## config.mk

```make
export PLATFORM = sky130hd
export DESIGN_NAME = clk_div_prog
export DESIGN_NICKNAME = d
export VERILOG_FILES = /design/src/rtl/clk_div_prog.sv
export SDC_FILE = /design/constraint.sdc
export NUM_CORES = 1
export LEC_CHECK = 0
export ABC_AREA = 1
export CORE_UTILIZATION = 40
export CTS_BUF_LIST = sky130_fd_sc_hd__clkbuf_2
export CTS_CLUSTER_SIZE = 8
export DETAILED_ROUTE_END_ITERATION = 8
export PLACE_DENSITY = 0.61
export SYNTH_ARGS = -nofsm -noshare
export SYNTH_HDL_FRONTEND = slang
export SYNTH_SLANG_ARGS = --single-unit
```

## constraint.sdc

```tcl
create_clock -name clk -period 3.62 [get_ports clk]
set_clock_uncertainty 0.2 [all_clocks]
set_input_delay 0.724 -clock clk [delete_from_list [all_inputs] [get_ports clk]]
set_output_delay 0.724 -clock clk [all_outputs]
set_load 0.01 [all_outputs]
```

## src/rtl/clk_div_prog.sv

```systemverilog
// clk_div_prog -- multi-channel, runtime-programmable clock divider.
//
// Each channel divides the core clock by its own divisor D (2..2^WIDTH-1),
// producing a divided clock clk_out and a one-cycle tick at the start of
// every period. Divisor writes issued while a channel runs are held pending
// and applied only at the next period boundary, so periods never truncate.
//
// Optional feature macro: CLK_DIV_PROG_DUTY50_EN
//   When defined, each channel adds a falling-edge flop so odd divisors
//   produce a 50% duty clk_out. When undefined, odd D gives H high, H+1 low.
//
// Ports:
//   clk          in   core clock (rising edge; falling edge for duty stage)
//   reset        in   asynchronous, active-high reset
//   enable       in   [CHANNELS]        per-channel run request
//   div_wr       in   [CHANNELS]        per-channel divisor write strobe
//   div_in       in   [CHANNELS*WIDTH]  divisor values, channel i at [i*WIDTH +: WIDTH]
//   clk_out      out  [CHANNELS]        divided clocks
//   tick         out  [CHANNELS]        one-cycle pulse at the start of each period
//   div_pending  out  [CHANNELS]        a written divisor waits for the next boundary

module clk_div_prog #(
  parameter int WIDTH     = 8,
  parameter int CHANNELS  = 2,
  parameter int DIV_RESET = 12
) (
  input  logic                      clk,
  input  logic                      reset,
  input  logic [CHANNELS-1:0]       enable,
  input  logic [CHANNELS-1:0]       div_wr,
  input  logic [CHANNELS*WIDTH-1:0] div_in,
  output logic [CHANNELS-1:0]       clk_out,
  output logic [CHANNELS-1:0]       tick,
  output logic [CHANNELS-1:0]       div_pending
);

  typedef enum logic {
    S_IDLE = 1'b0,
    S_RUN  = 1'b1
  } state_e;

  for (genvar g = 0; g < CHANNELS; g++) begin : g_ch

    state_e           state_q, state_d;
    logic [WIDTH-1:0] count_q, count_d;
    logic [WIDTH-1:0] d_act_q, d_act_d;
    logic [WIDTH-1:0] d_pend_q, d_pend_d;
    logic             pend_v_q, pend_v_d;
    logic             pos_q, pos_d;
    logic             tick_q, tick_d;

    logic [WIDTH-1:0] wr_val;
    logic [WIDTH-1:0] d_new;
    logic             wrap;
    logic             start;
    logic             stop;

    assign wr_val = div_in[g*WIDTH +: WIDTH];

    // Last cycle of the current period; the next edge starts a new one.
    assign wrap  = (state_q == S_RUN) && (count_q == d_act_q - WIDTH'(1));
    // Divisor governing the period that begins after this edge.
    assign d_new = (wrap && pend_v_q) ? d_pend_q : d_act_q;
    assign start = (state_q == S_IDLE) && enable[g] && (d_act_q >= WIDTH'(2));
    // Stopping is only ever decided at a wrap, so the high phase is never cut.
    assign stop  = wrap && (!enable[g] || (d_new < WIDTH'(2)));

    // State register.
    // NOTE: all sequential state uses non-blocking assignments so every flop
    // samples pre-edge values regardless of statement order.
    always_ff @(posedge clk or posedge reset) begin
      if (reset) begin
        state_q  <= S_IDLE;
        count_q  <= '0;
        d_act_q  <= WIDTH'(DIV_RESET);
        d_pend_q <= '0;
        pend_v_q <= 1'b0;
        pos_q    <= 1'b0;
        tick_q   <= 1'b0;
      end else begin
        state_q  <= state_d;
        count_q  <= count_d;
        d_act_q  <= d_act_d;
        d_pend_q <= d_pend_d;
        pend_v_q <= pend_v_d;
        pos_q    <= pos_d;
        tick_q   <= tick_d;
      end
    end

    // Next-state logic: state, counter and divisor bookkeeping.
    always_comb begin
      // NOTE: every output gets a default first so no path leaves a latch.
      state_d  = state_q;
      count_d  = count_q;
      d_act_d  = d_act_q;
      d_pend_d = d_pend_q;
      pend_v_d = pend_v_q;
      unique case (state_q)
        S_IDLE: begin
          count_d = '0;
          // A value written on the stopping wrap is folded in while idle.
          if (pend_v_q) begin
            d_act_d  = d_pend_q;
            pend_v_d = 1'b0;
          end
          if (div_wr[g]) d_act_d = wr_val;
          if (start)     state_d = S_RUN;
        end
        S_RUN: begin
          count_d = wrap ? '0 : count_q + WIDTH'(1);
          if (wrap && pend_v_q) begin
            d_act_d  = d_pend_q;
            pend_v_d = 1'b0;
          end
          // A write on the wrap edge becomes pending for the following wrap.
          if (div_wr[g]) begin
            d_pend_d = wr_val;
            pend_v_d = 1'b1;
          end
          if (stop) begin
            state_d = S_IDLE;
            count_d = '0;
          end
        end
        default: state_d = S_IDLE;
      endcase
    end

    // Output logic: next values of the clk_out and tick flops.
    always_comb begin
      pos_d  = 1'b0;
      tick_d = 1'b0;
      unique case (state_q)
        S_IDLE: begin
          pos_d  = start;
          tick_d = start;
        end
        S_RUN: begin
          if (!stop) begin
            tick_d = wrap;
            pos_d  = (count_d < (d_new >> 1));
          end
        end
        default: ;
      endcase
    end

    assign tick[g]        = tick_q;
    assign div_pending[g] = pend_v_q;

`ifdef CLK_DIV_PROG_DUTY50_EN
    // Half-cycle stretch: extends the high phase by half a cycle; only
    // meaningful for odd divisors, so it is gated off for even ones.
    logic half_q;

    always_ff @(negedge clk or posedge reset) begin
      if (reset) half_q <= 1'b0;
      else       half_q <= pos_q;
    end

    assign clk_out[g] = pos_q | (half_q & d_act_q[0]);
`else
    assign clk_out[g] = pos_q;
`endif

  end : g_ch

endmodule

```

==> qor.csv <==
metric,value,unit
status,finished clean,
clock_sinks,56,
critPathMostFrequentCell,nand2_1,
ys_seq_elements,56,
crit_buf_inv,5,
synth_nets,588,
rsz0062_at_grt,no,
p_per_area,228.3,nW/um^2
async_flop_share,100.0,%
portBuffers,27,
cp_slowest_stage_delay,0.46,ns
track_usage,21.01,%
critPathLaunchType,flop,
crit_required,3.82,ns
wl_per_cell,14.25,um
h-tree-depth,2,
fmax,323.4,MHz
crit_arrival,3.29,ns
syn_area_per_cell,7.363,um^2
grt_pass1_vias,3565,
vdd_drop_max,0.1647,mV
nNetsFinal,609,
synthFlopType,dfrtp_1,
io_pins,28,
period_needed,3.092,ns
layoutNonFillerInstCount,703,
initial_core_util,41.28,%
clk_path_buf_depth,2,
nFillCells,1019,
antenna_left,0,
clk_latency,0.48,ns
die_x,102.4,um
tightest_slew,0.8197,ns
root_buffer,clkbuf_2,
placed_area,4399,um^2
gr-total-overflow,0,
cp-end-kind,flop,
cts_buffers,5,
cap_viol_max_count,0,
post_cts_resized,0,
dp.cells,695,
finalWorstSetupSlack,0.5280,ns
crit_path_cell_trace,inv_1 -> ha_1 -> inv_1 -> nand2_1 -> nand2_1 -> nand2_1 -> nand2_1 -> nor2_2 -> nand2_2 -> nor2_8 -> nand3_4 -> inv_2 -> nand2_1 -> o21ai_1 -> inv_1 -> ha_1 -> nand2_1 -> inv_1 -> nand2_1 -> nand2_1 -> nand2_1 -> nand3_1 -> nand2_1,
grt_antenna_before_repair,0,
synth_edf_count,0,
place_hpwl,8055,um
power,0.001015,W
die_height,102.4,um
finalSetupTns,0,ns
drtIter0Drc,148,
yosys_warnings,0,
slowest_stage,dfrtp_1,
drv_slew,0,
diodes,0,
postRouteWirelength,10020,um
p_leak,2.172,nW
cts_tree,yes,
globalplace.congestion,0.9065,
preCtsSetupSlack,0.5872,ns
layout-drive-gt1-share,11.75,%
ctsHoldBuffers,0,
hp-class,reg2reg,
final_area,4446,um^2
critPathKind,reg2reg,
grt_pass1_wl,17000,um
cts_setup_buffers,0,
drc,0,
finalCritPeriodShare,85.42,%
areaGrowthSynthToFinish,10.17,%
vias,3581,
netlist_area,4035,um^2
vias_per_cell,5.094,
syn_inst,548,
first_pass_iters,5,
yosysUniqueCellTypes,40,
clk_pin_slew_worst_paths,0.33,ns
setup_violations,0,
coreArea,9774,um^2
finalHoldViolCount,0,
grt_max_degree,28,
cp_max_fo,9,
yosysSeqAreaShare,34.85,%
dieArea,10490,um^2
cp_top_family,simple AND/OR/NAND/NOR gates,
slew_headroom,44.94,%
rows,36,
[cells in the final DEF, fill, tap and decap left out, types with 10 or more instances in the layout]
cell             Yosys  routed
clkdlybuf4s50_1      0      27
dfrtp_1             52      52
ha_1                18      18
inv_1               73      72
mux2_2              11      11
nand2_1            160     160
nand2_2             10      10
nand3_1             32      32
nand4_1             15      15
nor2_1              32      32
nor2_2              10      10
o211ai_1            17      17
o21ai_0             18      18
xor2_1              13      13
[where the power goes]
part / switching, W / leakage, nW / total [W] / internal [W]
combinational: 0.0000491 / 1.53 / 0.0000917 / 0.0000426
clock: 0.000213 / 0.0296 / 0.000266 / 0.0000530
sequential: 0.0000114 / 0.614 / 0.000657 / 0.000645
[path summary, 6_finish.rpt]
path	slack, ns	startpoint	endpoint	cells after the start
setup reg to reg	0.53	g_ch[1].d_act_q[0]	g_ch[1].pos_q	23
min in group asynchronous	0.37	reset	g_ch[1].d_act_q[0]	2
max in group asynchronous	2.15	reset	g_ch[1].d_pend_q[1]	3
setup / recovery	0.53	g_ch[1].d_act_q[0]	g_ch[1].pos_q	23
hold reg to reg	0.35	g_ch[0].d_pend_q[0]	g_ch[0].d_pend_q[0]	2
hold / removal	0.35	g_ch[0].d_pend_q[0]	g_ch[0].d_pend_q[0]	2
[layout make-up]
cell class                      count  area, um^2  area share, %
Inverter                           82       307.8          6.924
Clock inverter                      2       16.27         0.3659
Timing Repair Buffer               30       292.8          6.586
Multi-Input combinational cell    394        2226          50.07
Sequential cell                    56        1406          31.64
Clock buffer                        6       30.03         0.6755
Tap cell                          133       166.4          3.743
[metrics by stage]
| stage | utilization [%] | hold WS, ns |
|---|---|---|
| after floorplan | - | 0.2367 |
| after global placement | 45.01 | 0.2749 |
| final | 45.48 | 0.3470 |
| after detailed placement | 45.01 | 0.2847 |
| after global routing | 45.48 | 0.3584 |
| after CTS | 45.48 | 0.3448 |
[cells in the mapped netlist (2+ instances only)]
library cell,instances,area share [%]
o221ai_1,7,1.5
o21ai_0,18,2.2
clkbuf_1,5,0.47
o211ai_1,17,3.2
buf_4,6,1.1
nor4_1,3,0.47
or2_1,2,0.31
nor3b_1,2,0.37
nand2_2,10,1.6
inv_2,7,0.65
nand2_1,160,15
dfstp_2,4,2.6
nor2_8,2,0.99
xor2_1,13,2.8
ha_1,18,5.6
nor2_1,32,3.0
dfrtp_1,52,32
nor2_2,10,1.6
or2_2,3,0.47
nand4_1,15,2.3
clkinv_1,2,0.19
o31ai_1,2,0.37
a21oi_1,6,0.74
xnor2_1,6,1.3
nand3_1,32,4.0
inv_1,73,6.8
mux2_2,11,3.1
nand3_2,4,0.99
buf_2,4,0.50
nor3_1,9,1.1
o21ai_1,4,0.50
[kinds of logic after synthesis]
| family | Yosys count | share of synthesized area [%] |
|---|---|---|
| mux | 11 | 3.070 |
| buf+inv | 98 | 9.985 |
| xor+xnor | 19 | 4.124 |
| compound gates | 57 | 9.116 |
| fa+ha+maj | 18 | 5.581 |
| flops | 56 | 34.85 |
| simple gates | 289 | 33.27 |
[sequential cells by signal, indices dropped and copies added, names as in the netlist]
signal / count
g_ch.count_q: 16
g_ch.d_act_q: 16
g_ch.d_pend_q: 16
g_ch.pend_v_q: 2
g_ch.pos_q: 2
g_ch.state_q: 2
g_ch.tick_q: 2
[routing by layer]
metal	wire, um	up-vias	GRT usage [%]
met3	330	14	2.804
met1	4540	1666	26.22
li1	-	1817	-
met5	0	-	0
met4	214	0	7.582
met2	4935	84	36.92
[tightest hold or removal path, delay by kind of cell, from the launching register on]
kind | cells | cell delay, ns
AOI/OAI and AO/OA | 1 | 0.07
and+or+nand+nor | 1 | 0.05
DFF | 1 | 0.42
(Power assumes the default switching activity.)
